`src/rtl/conv_result_sequencer_if.sv`:
```
// rtl/conv_result_sequencer_if.sv - window handshake, conv-unit control and result stream bundle
interface conv_result_sequencer_if #(
    parameter int DATA_WIDTH = 16
);

    // Upstream window handshake
    logic                  in_valid;
    logic                  in_ready;
    logic                  win_load;

    // Conv unit control and result
    logic                  pe_reset;
    logic [DATA_WIDTH-1:0] conv_result;

    // Result stream to pooling / output buffer
    logic [DATA_WIDTH-1:0] out_data;
    logic                  out_valid;
    logic                  out_ready;
    logic                  out_last;

    // Status
    logic                  busy;

    // Upstream/downstream environment side
    modport master (
        output in_valid,
        output conv_result,
        output out_ready,
        input  in_ready,
        input  win_load,
        input  pe_reset,
        input  out_data,
        input  out_valid,
        input  out_last,
        input  busy
    );

    // Sequencer side
    modport slave (
        input  in_valid,
        input  conv_result,
        input  out_ready,
        output in_ready,
        output win_load,
        output pe_reset,
        output out_data,
        output out_valid,
        output out_last,
        output busy
    );

endinterface

```
`src/rtl/conv_result_sequencer.sv`:
```
// rtl/conv_result_sequencer.sv - conv unit window sequencer and result capture; optional ReLU via CONV_SEQ_RELU_EN
module conv_result_sequencer #(
    parameter int DATA_WIDTH = 16,
    parameter int D          = 1,
    parameter int F          = 5,
    parameter int PE_LATENCY = 2,
    parameter int OUT_COUNT  = 576
) (
    input  logic                    clk,
    input  logic                    reset,
    conv_result_sequencer_if.slave  bus
);

    // Cycles the conv unit must run out of reset before its result is stable
    localparam int N     = D * F * F + PE_LATENCY;
    localparam int CNT_W = $clog2(N + 1);
    localparam int POS_W = (OUT_COUNT > 1) ? $clog2(OUT_COUNT) : 1;

    localparam logic [CNT_W-1:0] CNT_LAST = CNT_W'(N - 1);
    localparam logic [POS_W-1:0] POS_LAST = POS_W'(OUT_COUNT - 1);

    typedef enum logic [1:0] {
        S_IDLE  = 2'd0,
        S_CLEAR = 2'd1,
        S_ACCUM = 2'd2,
        S_HOLD  = 2'd3
    } state_t;

    state_t                r_state;
    state_t                w_next_state;

    logic [CNT_W-1:0]      r_cnt;
    logic [POS_W-1:0]      r_pos;

    logic [DATA_WIDTH-1:0] r_out_data;
    logic                  r_out_valid;
    logic                  r_out_last;

    logic                  w_in_ready;
    logic                  w_win_load;
    logic                  w_pe_reset;
    logic                  w_capture;
    logic                  w_release;
    logic [DATA_WIDTH-1:0] w_capture_data;

    // Result shaping applied at capture; both variants are purely combinational so latency matches
`ifdef CONV_SEQ_RELU_EN
    always_comb begin
        w_capture_data = bus.conv_result;
        if (bus.conv_result[DATA_WIDTH-1]) begin
            w_capture_data = '0;
        end
    end
`else
    always_comb begin
        w_capture_data = bus.conv_result;
    end
`endif

    // State register
    always_ff @(posedge clk) begin
        if (!reset) begin
            r_state <= S_IDLE;
        end else begin
            r_state <= w_next_state;
        end
    end

    // Next-state decode and per-state control strobes
    always_comb begin
        w_next_state = r_state;
        w_in_ready   = 1'b0;
        w_win_load   = 1'b0;
        w_pe_reset   = 1'b1;
        w_capture    = 1'b0;
        w_release    = 1'b0;

        case (r_state)
            S_IDLE: begin
                w_in_ready = 1'b1;
                if (bus.in_valid) begin
                    w_win_load   = 1'b1;
                    w_next_state = S_CLEAR;
                end
            end

            S_CLEAR: begin
                w_next_state = S_ACCUM;
            end

            S_ACCUM: begin
                w_pe_reset = 1'b0;
                if (r_cnt == CNT_LAST) begin
                    w_capture    = 1'b1;
                    w_next_state = S_HOLD;
                end
            end

            S_HOLD: begin
                if (bus.out_ready) begin
                    w_release    = 1'b1;
                    w_next_state = S_IDLE;
                end
            end

            default: begin
                w_next_state = S_IDLE;
            end
        endcase
    end

    // Run-length counter: cleared in CLEAR, counts every ACCUM cycle
    always_ff @(posedge clk) begin
        if (!reset) begin
            r_cnt <= '0;
        end else if (r_state == S_CLEAR) begin
            r_cnt <= '0;
        end else if (r_state == S_ACCUM) begin
            r_cnt <= r_cnt + CNT_W'(1);
        end
    end

    // Frame position, advanced when a result is handed downstream
    always_ff @(posedge clk) begin
        if (!reset) begin
            r_pos <= '0;
        end else if (w_release) begin
            if (r_pos == POS_LAST) begin
                r_pos <= '0;
            end else begin
                r_pos <= r_pos + POS_W'(1);
            end
        end
    end

    // Output register: capture at end of ACCUM, hold through HOLD, drop on acceptance
    always_ff @(posedge clk) begin
        if (!reset) begin
            r_out_data  <= '0;
            r_out_valid <= 1'b0;
            r_out_last  <= 1'b0;
        end else if (w_capture) begin
            r_out_data  <= w_capture_data;
            r_out_valid <= 1'b1;
            r_out_last  <= (r_pos == POS_LAST);
        end else if (w_release) begin
            r_out_valid <= 1'b0;
            r_out_last  <= 1'b0;
        end
    end

    assign bus.in_ready  = w_in_ready;
    assign bus.win_load  = w_win_load;
    assign bus.pe_reset  = w_pe_reset;
    assign bus.out_data  = r_out_data;
    assign bus.out_valid = r_out_valid;
    assign bus.out_last  = r_out_last;
    assign bus.busy      = (r_state != S_IDLE);

endmodule

```
`src/flat_wrapper.sv`:
```
// flat-port wrapper written by rule: the top's interface ports become plain ports
module conv_result_sequencer_flat 
#(
    parameter int DATA_WIDTH = 16,
    parameter int D          = 1,
    parameter int F          = 5,
    parameter int PE_LATENCY = 2,
    parameter int OUT_COUNT  = 576
)
  (clk, reset, bus_in_valid, bus_conv_result, bus_out_ready, bus_in_ready, bus_win_load, bus_pe_reset, bus_out_data, bus_out_valid, bus_out_last, bus_busy);
  conv_result_sequencer_if #(.DATA_WIDTH(DATA_WIDTH)) bus_i ();
  input  logic clk;
  input  logic reset;
  input wire logic [$bits(bus_i.in_valid)-1:0] bus_in_valid;
  input wire logic [$bits(bus_i.conv_result)-1:0] bus_conv_result;
  input wire logic [$bits(bus_i.out_ready)-1:0] bus_out_ready;
  output wire logic [$bits(bus_i.in_ready)-1:0] bus_in_ready;
  output wire logic [$bits(bus_i.win_load)-1:0] bus_win_load;
  output wire logic [$bits(bus_i.pe_reset)-1:0] bus_pe_reset;
  output wire logic [$bits(bus_i.out_data)-1:0] bus_out_data;
  output wire logic [$bits(bus_i.out_valid)-1:0] bus_out_valid;
  output wire logic [$bits(bus_i.out_last)-1:0] bus_out_last;
  output wire logic [$bits(bus_i.busy)-1:0] bus_busy;
  assign bus_i.in_valid = bus_in_valid;
  assign bus_i.conv_result = bus_conv_result;
  assign bus_i.out_ready = bus_out_ready;
  assign bus_in_ready = bus_i.in_ready;
  assign bus_win_load = bus_i.win_load;
  assign bus_pe_reset = bus_i.pe_reset;
  assign bus_out_data = bus_i.out_data;
  assign bus_out_valid = bus_i.out_valid;
  assign bus_out_last = bus_i.out_last;
  assign bus_busy = bus_i.busy;
  conv_result_sequencer #(.DATA_WIDTH(DATA_WIDTH), .D(D), .F(F), .PE_LATENCY(PE_LATENCY), .OUT_COUNT(OUT_COUNT)) u_core (.clk(clk), .reset(reset), .bus(bus_i));
endmodule
```
`config.mk`:
```
export PLATFORM = sky130hd
export DESIGN_NAME = conv_result_sequencer_flat
export DESIGN_NICKNAME = d
export VERILOG_FILES = /design/src/rtl/conv_result_sequencer_if.sv /design/src/rtl/conv_result_sequencer.sv /design/src/flat_wrapper.sv
export SDC_FILE = /design/constraint.sdc
export NUM_CORES = 1
export LEC_CHECK = 0
export CAP_MARGIN = 10
export CORE_ASPECT_RATIO = 1.1
export CORE_UTILIZATION = 47
export CTS_BUF_LIST = sky130_fd_sc_hd__clkbuf_16
export CTS_CLUSTER_DIAMETER = 40
export DETAILED_ROUTE_END_ITERATION = 6
export PLACE_DENSITY = 0.78
export SLEW_MARGIN = 20
export SYNTH_ARGS = -nofsm -noshare
export SYNTH_HDL_FRONTEND = slang
export SYNTH_SLANG_ARGS = --single-unit
```
`constraint.sdc`:
```
create_clock -name clk -period 1.9 [get_ports clk]
set_input_delay 0.19 -clock clk [delete_from_list [all_inputs] [get_ports clk]]
set_output_delay 0.19 -clock clk [all_outputs]
set_load 0.02 [all_outputs]
```
==> impl_metrics.tcl, run 1 <==
set metrics [dict create \
    status "finished, violations left" \
    failed_checks "design-rule violations" \
    grt_setup_unrepaired "no" \
    setup_total_negative_slack_ns 0 \
    dieHeight_um 62.1 \
    worst-slew-pin-transition_ns 0.565 \
    place_inst 246 \
    dominantRegCellSynth "sky130_fd_sc_hd__dfxtp_1" \
    sequential_cell_area_sq_um 701 \
    drt_wl_total_um 3330 \
    final_min_period_over_clock_period 0.956 \
    placement.io_buffers 41 \
    clkSlewWorstSetupHoldPaths_ns 0.06 \
    synth_area_sq_um 1550 \
    synth_top_cells_by_area "sky130_fd_sc_hd__dfxtp_1, sky130_fd_sc_hd__nand2_1, sky130_fd_sc_hd__a21boi_1" \
    post_synth_mux_area_share 0.00648 \
    synth_cell_types 33 \
    power.switching_fraction 0.274 \
    pwr-share-clk 0.382 \
    drc 9 \
    drive_above_1_share 0.0727 \
    synth_top_cells_by_count "sky130_fd_sc_hd__nand2_1, sky130_fd_sc_hd__dfxtp_1, sky130_fd_sc_hd__nor2_1" \
    critPathArrivalTime_ns 1.63 \
    power_leakage_uw 0.000783 \
    synth_cells 175 \
    synth-warning-count 0 \
    clock_insertion_delay_worst_skew_ns 0.28 \
    nFillCells 271 \
    final_period_minus_worst_setup_slack_ns 1.82 \
    sequential_group_share_of_total_power 0.400 \
    drt_iter0_markers 54 \
    min-delay-path-class "register to register" \
    cts_tree "yes" \
    skew_ns 0.00575 \
    report.final.slew_viol_count 0 \
    number_of_cell_rows 21 \
    post-cts-setup-buffers 0 \
    grt_util_all_layers 0.204 \
    synth-edff-count 0 \
    hold_viol_final 0 \
    fmax_ghz 0.550 \
    dp.final_hpwl_um 2350 \
    worstPathCellList "inv_1, ha_1, and2_1, clkdlybuf4s50_1" \
    final-setup-viol-count 0 \
    synth.largest_area_cell "sky130_fd_sc_hd__dfxtp_1" \
    flow.area_growth_from_synthesis_pct 36.4 \
    worst_ir_drop_vdd_mv 0.558 \
    clockBufferDepth 2 \
    first_global_vias 1280 \
    cts_max_level 2 \
    post_cts_hold_buffer_count 0 \
    synth.net_count 202 \
    master_cell_of_the_clock_root_buffer "sky130_fd_sc_hd__clkbuf_16" \
    post_cts_resized 0 \
    remaining_global_route_overflow 0 \
    critical_path_buf_inv_count 2 \
    antennaDiodeCount 0 \
    dieArea_sq_um 3520 \
    cap_violations 0 \
    synth_compound_gate_area_share 0.114 \
    synth_area_per_cell_sq_um 8.83 \
    core-area_sq_um 3100 \
    total_number_of_nets_in_the_final_design 246 \
    family_of_cells_with_the_greatest_summed_delay_on_the_critical_path "buffers and inverters" \
    end_kind "primary output" \
    ys_seq_elements 35 \
    grt_first_pass_wirelength_um 5560 \
    synth_async_sr_flop_share 0 \
    ys_seq_area_frac 0.453 \
    p_comb_frac 0.218 \
    critical_path.slowest_cell "sky130_fd_sc_hd__clkdlybuf4s50_1" \
    pwr_density_cell_nw_per_um2 957 \
    synthDominantCellAreaShare 0.453 \
    timing.critical_path.fanout_max 4 \
    fraction_of_the_mapped_netlist_area_in_adder_cells 0.0567 \
    place_congestion 0.748 \
    drt-vias-per-instance 5.22 \
    synth_most_common_cell "sky130_fd_sc_hd__nand2_1" \
    netSwitchingPower_uw 552 \
    worstPathRequired_ns 1.71 \
    main_combinational_cell_family_by_area_after_synthesis "simple AND/OR/NAND/NOR gates" \
    die_width_um 56.7 \
    tritoncts.num_buffers 5 \
    share_of_synthesized_cell_area_in_and_or_nand_and_nor_gates 0.251 \
    vias 1327 \
    xor_xnor_cell_area_share_of_the_yosys_netlist 0.0680 \
    timing.critical_path.from_type "register" \
    cpPeakStageDelay_ns 0.54 \
    grt_antenna_before_repair 0 \
    tritoncts_num_sinks 35 \
    multiInputGateArea_sq_um 767 \
    internal_power_uw 1460 \
    route.detailed.wl_per_inst_um 13.1 \
    grt_max_degree 20 \
    timing.max_slew.rel_slack 0.623 \
    pin_count 42 \
    initial_core_utilization 0.498 \
    firstDrtPassIters 6 \
    stdcell_count 254 \
    criticalPathCategory "register to primary output" \
    remaining_number_of_nets_flagged_by_the_antenna_check_after_routing 0 \
    rrSetupSlack_ns 0.27 \
]
per-stage QoR:
stage / instance area (sq um) / power, uW / setup slack [ns] / util / hold slack, ns
floorplan: 1550 / 1110 / 0.396 / - / 0.325
global route: 2110 / 2110 / 0.00572 / 0.680 / 0.472
finish: 2110 / 2020 / 0.0833 / 0.680 / 0.450
global placement: 1960 / 1250 / 0.307 / 0.633 / 0.441
CTS: 2100 / 2040 / 0.0422 / 0.678 / 0.453
detailed placement: 1960 / 1270 / 0.265 / 0.633 / 0.445
flip-flops by register name, summed over array words and instances (netlist names):
register	cells
u_core.bus.out_data	16
u_core.r_pos	10
u_core.r_cnt	5
u_core.r_state	2
u_core.bus.out_last	1
u_core.bus.out_valid	1
worst register-to-register path, cell delays in order (launching register included):
cell                       delay, ns
sky130_fd_sc_hd__dfxtp_1        0.35
sky130_fd_sc_hd__inv_1          0.07
sky130_fd_sc_hd__ha_1           0.14
sky130_fd_sc_hd__and4b_4        0.26
sky130_fd_sc_hd__and2_1         0.49
sky130_fd_sc_hd__nand2_1        0.11
sky130_fd_sc_hd__a21boi_1       0.14
path summary, 6_finish.rpt:
kind                     startpoint                       to  depth (start not counted)
max               u_core.r_state[0]             bus_win_load                          4
min          u_core.bus.out_data[3]   u_core.bus.out_data[3]                          2
max reg2reg         u_core.r_cnt[0]  u_core.bus.out_data[10]                          6
min reg2reg  u_core.bus.out_data[3]   u_core.bus.out_data[3]                          2
cells in the final DEF, fill, tap and decap left out, types with 5 or more instances in the layout:
master	count
sky130_fd_sc_hd__inv_1	7
sky130_fd_sc_hd__xor2_1	5
sky130_fd_sc_hd__clkdlybuf4s50_1	39
sky130_fd_sc_hd__nand2_1	41
sky130_fd_sc_hd__nor2_1	18
sky130_fd_sc_hd__dfxtp_1	35
sky130_fd_sc_hd__ha_1	7
sky130_fd_sc_hd__clkbuf_16	5
sky130_fd_sc_hd__xnor2_1	7
sky130_fd_sc_hd__a21boi_1	15
final cells by class:
type,count,area share
multi-input cells,127,0.364
flip-flops and latches,35,0.332
inverters,7,0.0125
clock buffers,5,0.0593
well taps,34,0.0202
clock inverters,3,0.00772
repair buffers,43,0.204
power groups by stage:
stage | Sequential [uW] | Combinational [uW] | Clock (uW)
floorplan | 813 | 293 | 0
global placement | 817 | 436 | 0
detailed placement | 822 | 448 | 0
CTS | 806 | 452 | 786
global route | 812 | 481 | 815
finish | 806 | 440 | 771
layer usage:
layer  vias to the layer above  GRT usage  wire (um)
met3                         7     0.0500        160
met4                         0     0.0906         57
met2                        31      0.375       1810
li1                        664          -          -
met1                       625      0.214       1300
met5                         -          0          0
kinds of logic after synthesis:
kind of cell | after synthesis
simple gates | 83
flops | 35
compound gates | 24
buf+inv | 13
xor+xnor | 12
fa+ha+maj | 7
mux | 1
(Power assumes the default switching activity.)
==> run 2, diff against run 1 <==
--- a/config.mk
+++ b/config.mk
@@ -7,11 +7,11 @@
 export LEC_CHECK = 0
 export CAP_MARGIN = 10
 export CORE_ASPECT_RATIO = 1.1
-export CORE_UTILIZATION = 47
-export CTS_BUF_LIST = sky130_fd_sc_hd__clkbuf_16
+export CORE_UTILIZATION = 49
+export CTS_BUF_LIST = sky130_fd_sc_hd__clkbuf_4 sky130_fd_sc_hd__clkbuf_8
 export CTS_CLUSTER_DIAMETER = 40
 export DETAILED_ROUTE_END_ITERATION = 6
-export PLACE_DENSITY = 0.78
+export PLACE_DENSITY = 0.81
 export SLEW_MARGIN = 20
 export SYNTH_ARGS = -nofsm -noshare
 export SYNTH_HDL_FRONTEND = slang
==> run 2 against run 1 <==
The run now ends clean. Total power decreased by 19%. Setup slack improved by 0.059 ns. Clock-buffer cell count up 1. Via count down 1.3%. First-iteration DRC count shrank 11%. Wire length fell by 7.4%. Final cell count fell by 0.39%. Critical endpoint is now bus_in_ready.
==> impl_metrics.tcl, run 2 (synthesis results as in run 1) <==
set metrics [dict create \
    power_leakage_uw 0.000736 \
    largest_register_ff_count 16 \
    cpPeakStageDelay_ns 0.54 \
    timing.rr.start "u_core.r_cnt[0]" \
    grt_setup_unrepaired "no" \
    grt_first_pass_wirelength_um 4910 \
    pwr-share-clk 0.248 \
    min-delay-path-class "input pin to register" \
    critical_path_buf_inv_count 2 \
    detailed_place.area_sq_um 1960 \
    dieArea_sq_um 3380 \
    min-delay-start "bus_conv_result[13]" \
    dp.final_hpwl_um 2370 \
    tritoncts_num_sinks 35 \
    firstDrtPassIters 4 \
    detailedPlace.worstSlack_ns 0.244 \
    worst_hold_path.num_cells 3 \
    internal_power_uw 1140 \
    die_width_um 55.5 \
    remaining_number_of_nets_flagged_by_the_antenna_check_after_routing 0 \
    most_used_cells_in_the_layout_excluding_fill_and_tap_cells "sky130_fd_sc_hd__nand2_1, sky130_fd_sc_hd__clkdlybuf4s50_1, sky130_fd_sc_hd__dfxtp_1" \
    nFillCells 254 \
    layout.cell_area.non_filler_sq_um 2010 \
    final_min_period_over_clock_period 0.925 \
    total_number_of_nets_in_the_final_design 246 \
    worst_ir_drop_vdd_mv 0.643 \
    vias 1310 \
    core-area_sq_um 3020 \
    pin_count 42 \
    timing.critical_path.from_type "register" \
    worst-slew-pin-transition_ns 0.528 \
    status "finished clean" \
    global_route.usage.met1 0.197 \
    min_delay_worst_endpoint "u_core.bus.out_data[13]" \
    master_cell_of_the_clock_root_buffer "sky130_fd_sc_hd__clkbuf_4" \
    final_common_cell "sky130_fd_sc_hd__nand2_1" \
    final-setup-viol-count 0 \
    netSwitchingPower_uw 491 \
    fmax_ghz 0.569 \
    cap_violations 0 \
    grt_util_all_layers 0.194 \
    place_congestion 0.740 \
    initial_core_utilization 0.511 \
    multiInputGateArea_sq_um 767 \
    final_period_minus_worst_setup_slack_ns 1.76 \
    skew_ns 0.00653 \
    family_of_cells_with_the_greatest_summed_delay_on_the_critical_path "buffers and inverters" \
    gr-max-usage-layer "met2" \
    drc 0 \
    flow.area_growth_from_synthesis_pct 30.4 \
    worst-r2r-cell-count 6 \
    placement.io_buffers 41 \
    timing.critical_path.fanout_max 4 \
    antennaDiodeCount 0 \
    cts_max_level 2 \
    critical_path.slowest_cell "sky130_fd_sc_hd__clkdlybuf4s50_1" \
    drt_wl_total_um 3080 \
    finalCoreUtilization 0.667 \
    clock_insertion_delay_worst_skew_ns 0.33 \
    drt_iter0_markers 48 \
    route.detailed.wl_per_inst_um 12.2 \
    report.final.slew_viol_count 0 \
    critPathArrivalTime_ns 1.57 \
    power.switching_fraction 0.301 \
    sequential_group_share_of_total_power 0.492 \
    cts_tree "yes" \
    clockBufferDepth 2 \
    dieHeight_um 60.9 \
    tritoncts.num_buffers 5 \
    rrSetupSlack_ns 0.26 \
    number_of_cell_rows 21 \
    hold_viol_final 0 \
    worst_r2r_endpoint "u_core.bus.out_data[12]" \
    setup_total_negative_slack_ns 0 \
    pwr_density_cell_nw_per_um2 810 \
    timing.max_slew.rel_slack 0.648 \
    clkSlewWorstSetupHoldPaths_ns 0.10 \
    drt-vias-per-instance 5.18 \
    post_cts_hold_buffer_count 0 \
    worstPathRequired_ns 1.71 \
    remaining_global_route_overflow 0 \
    timing.final.ws_setup_ns 0.142 \
    worstPathCellList "inv_1, ha_1, clkdlybuf4s50_1" \
    grt_antenna_before_repair 0 \
    criticalPathCategory "register to primary output" \
    grtUsageMet3 0.0533 \
    p_comb_frac 0.260 \
    grtUsageMet2 0.368 \
    end_kind "primary output" \
    first_global_vias 1189 \
    grt_max_degree 20 \
    sequential_cell_area_sq_um 701 \
    drive_above_1_share 0.0731 \
]
==> run 2: changes by cell type in the layout (fill, tap and decap cells not counted) <==
| cell | delta |
|---|---|
| sky130_fd_sc_hd__clkdlybuf4s50_1 | -1 |
| sky130_fd_sc_hd__dlymetal6s2s_1 | -2 |
| sky130_fd_sc_hd__clkinvlp_4 | -1 |
| sky130_fd_sc_hd__clkbuf_8 | +1 |
| sky130_fd_sc_hd__clkbuf_4 | +5 |
| sky130_fd_sc_hd__dlygate4sd2_1 | +3 |
| sky130_fd_sc_hd__clkbuf_16 | -5 |
| sky130_fd_sc_hd__inv_1 | -1 |
==> run 2: worst max-delay path by stage <==
stage	start	to	slack [ns]	cells past startpoint
2_1_floorplan	u_core.r_state[0]	u_core.r_state[0]	0.40	7
3_3_place_gp	u_core.r_cnt[1]	u_core.bus.out_data[2]	0.32	5
3_5_place_dp	u_core.r_cnt[0]	u_core.bus.out_data[9]	0.24	6
4_1_cts	u_core.r_state[0]	bus_in_ready	0.11	3
5_1_grt	u_core.r_state[0]	bus_in_ready	0.05	3
6_report	u_core.r_state[0]	bus_in_ready	0.14	3
==> run 2: area by class of cell <==
cell class	count	area share
clock inverter	1	0.00248
multi-input combinational	127	0.381
tap	34	0.0211
clock buffer	6	0.0255
sequential	35	0.348
inverter	7	0.0130
timing repair buffer	43	0.209
==> run 2: worst register-to-register path: stages, from the launching register on <==
cell	delay [ns]
sky130_fd_sc_hd__dfxtp_1	0.36
sky130_fd_sc_hd__inv_1	0.07
sky130_fd_sc_hd__ha_1	0.13
sky130_fd_sc_hd__and4b_4	0.27
sky130_fd_sc_hd__and2_1	0.47
sky130_fd_sc_hd__nand2_1	0.13
sky130_fd_sc_hd__a21boi_1	0.15
==> run 2: power by group through the flow <==
stage	Sequential [uW]	Combinational (uW)	Clock, uW
final	803	424	405
after global routing	811	462	459
after floorplan	813	293	0
after CTS	804	429	417
after detailed placement	821	450	0
after global placement	817	435	0
==> run 2: timing repair <==
| action | in CTS | in global routing |
|---|---|---|
| gates resized for setup | 3 | 0 |
| buffers inserted | 0 | 0 |
| endpoints found under the hold margin | 0 | 0 |
| endpoints found under the setup margin | 3 | 0 |
==> run 2: layer usage <==
metal	part of all wire	wire, um	vias up
li1	-	-	666
met4	0.017	53	0
met2	0.53	1640	27
met3	0.036	111	5
met1	0.41	1280	612
met5	0	0	-
==> run 2: metrics by stage <==
step / total power, uW / hold slack, ns / instances
floorplan: 1110 / 0.325 / 175
global placement: 1250 / 0.441 / 246
detailed placement: 1270 / 0.444 / 246
CTS: 1650 / 0.389 / 253
global route: 1730 / 0.386 / 253
finish: 1630 / 0.397 / 253
==> run 3, diff against run 2 <==
--- a/config.mk
+++ b/config.mk
@@ -12,7 +12,7 @@
 export CTS_CLUSTER_DIAMETER = 40
 export DETAILED_ROUTE_END_ITERATION = 6
 export PLACE_DENSITY = 0.81
-export SLEW_MARGIN = 20
+export SLEW_MARGIN = 10
 export SYNTH_ARGS = -nofsm -noshare
 export SYNTH_HDL_FRONTEND = slang
 export SYNTH_SLANG_ARGS = --single-unit
==> results of run 3 <==
Same layout as run 2: the final DEF is identical, and so are final timing and power.
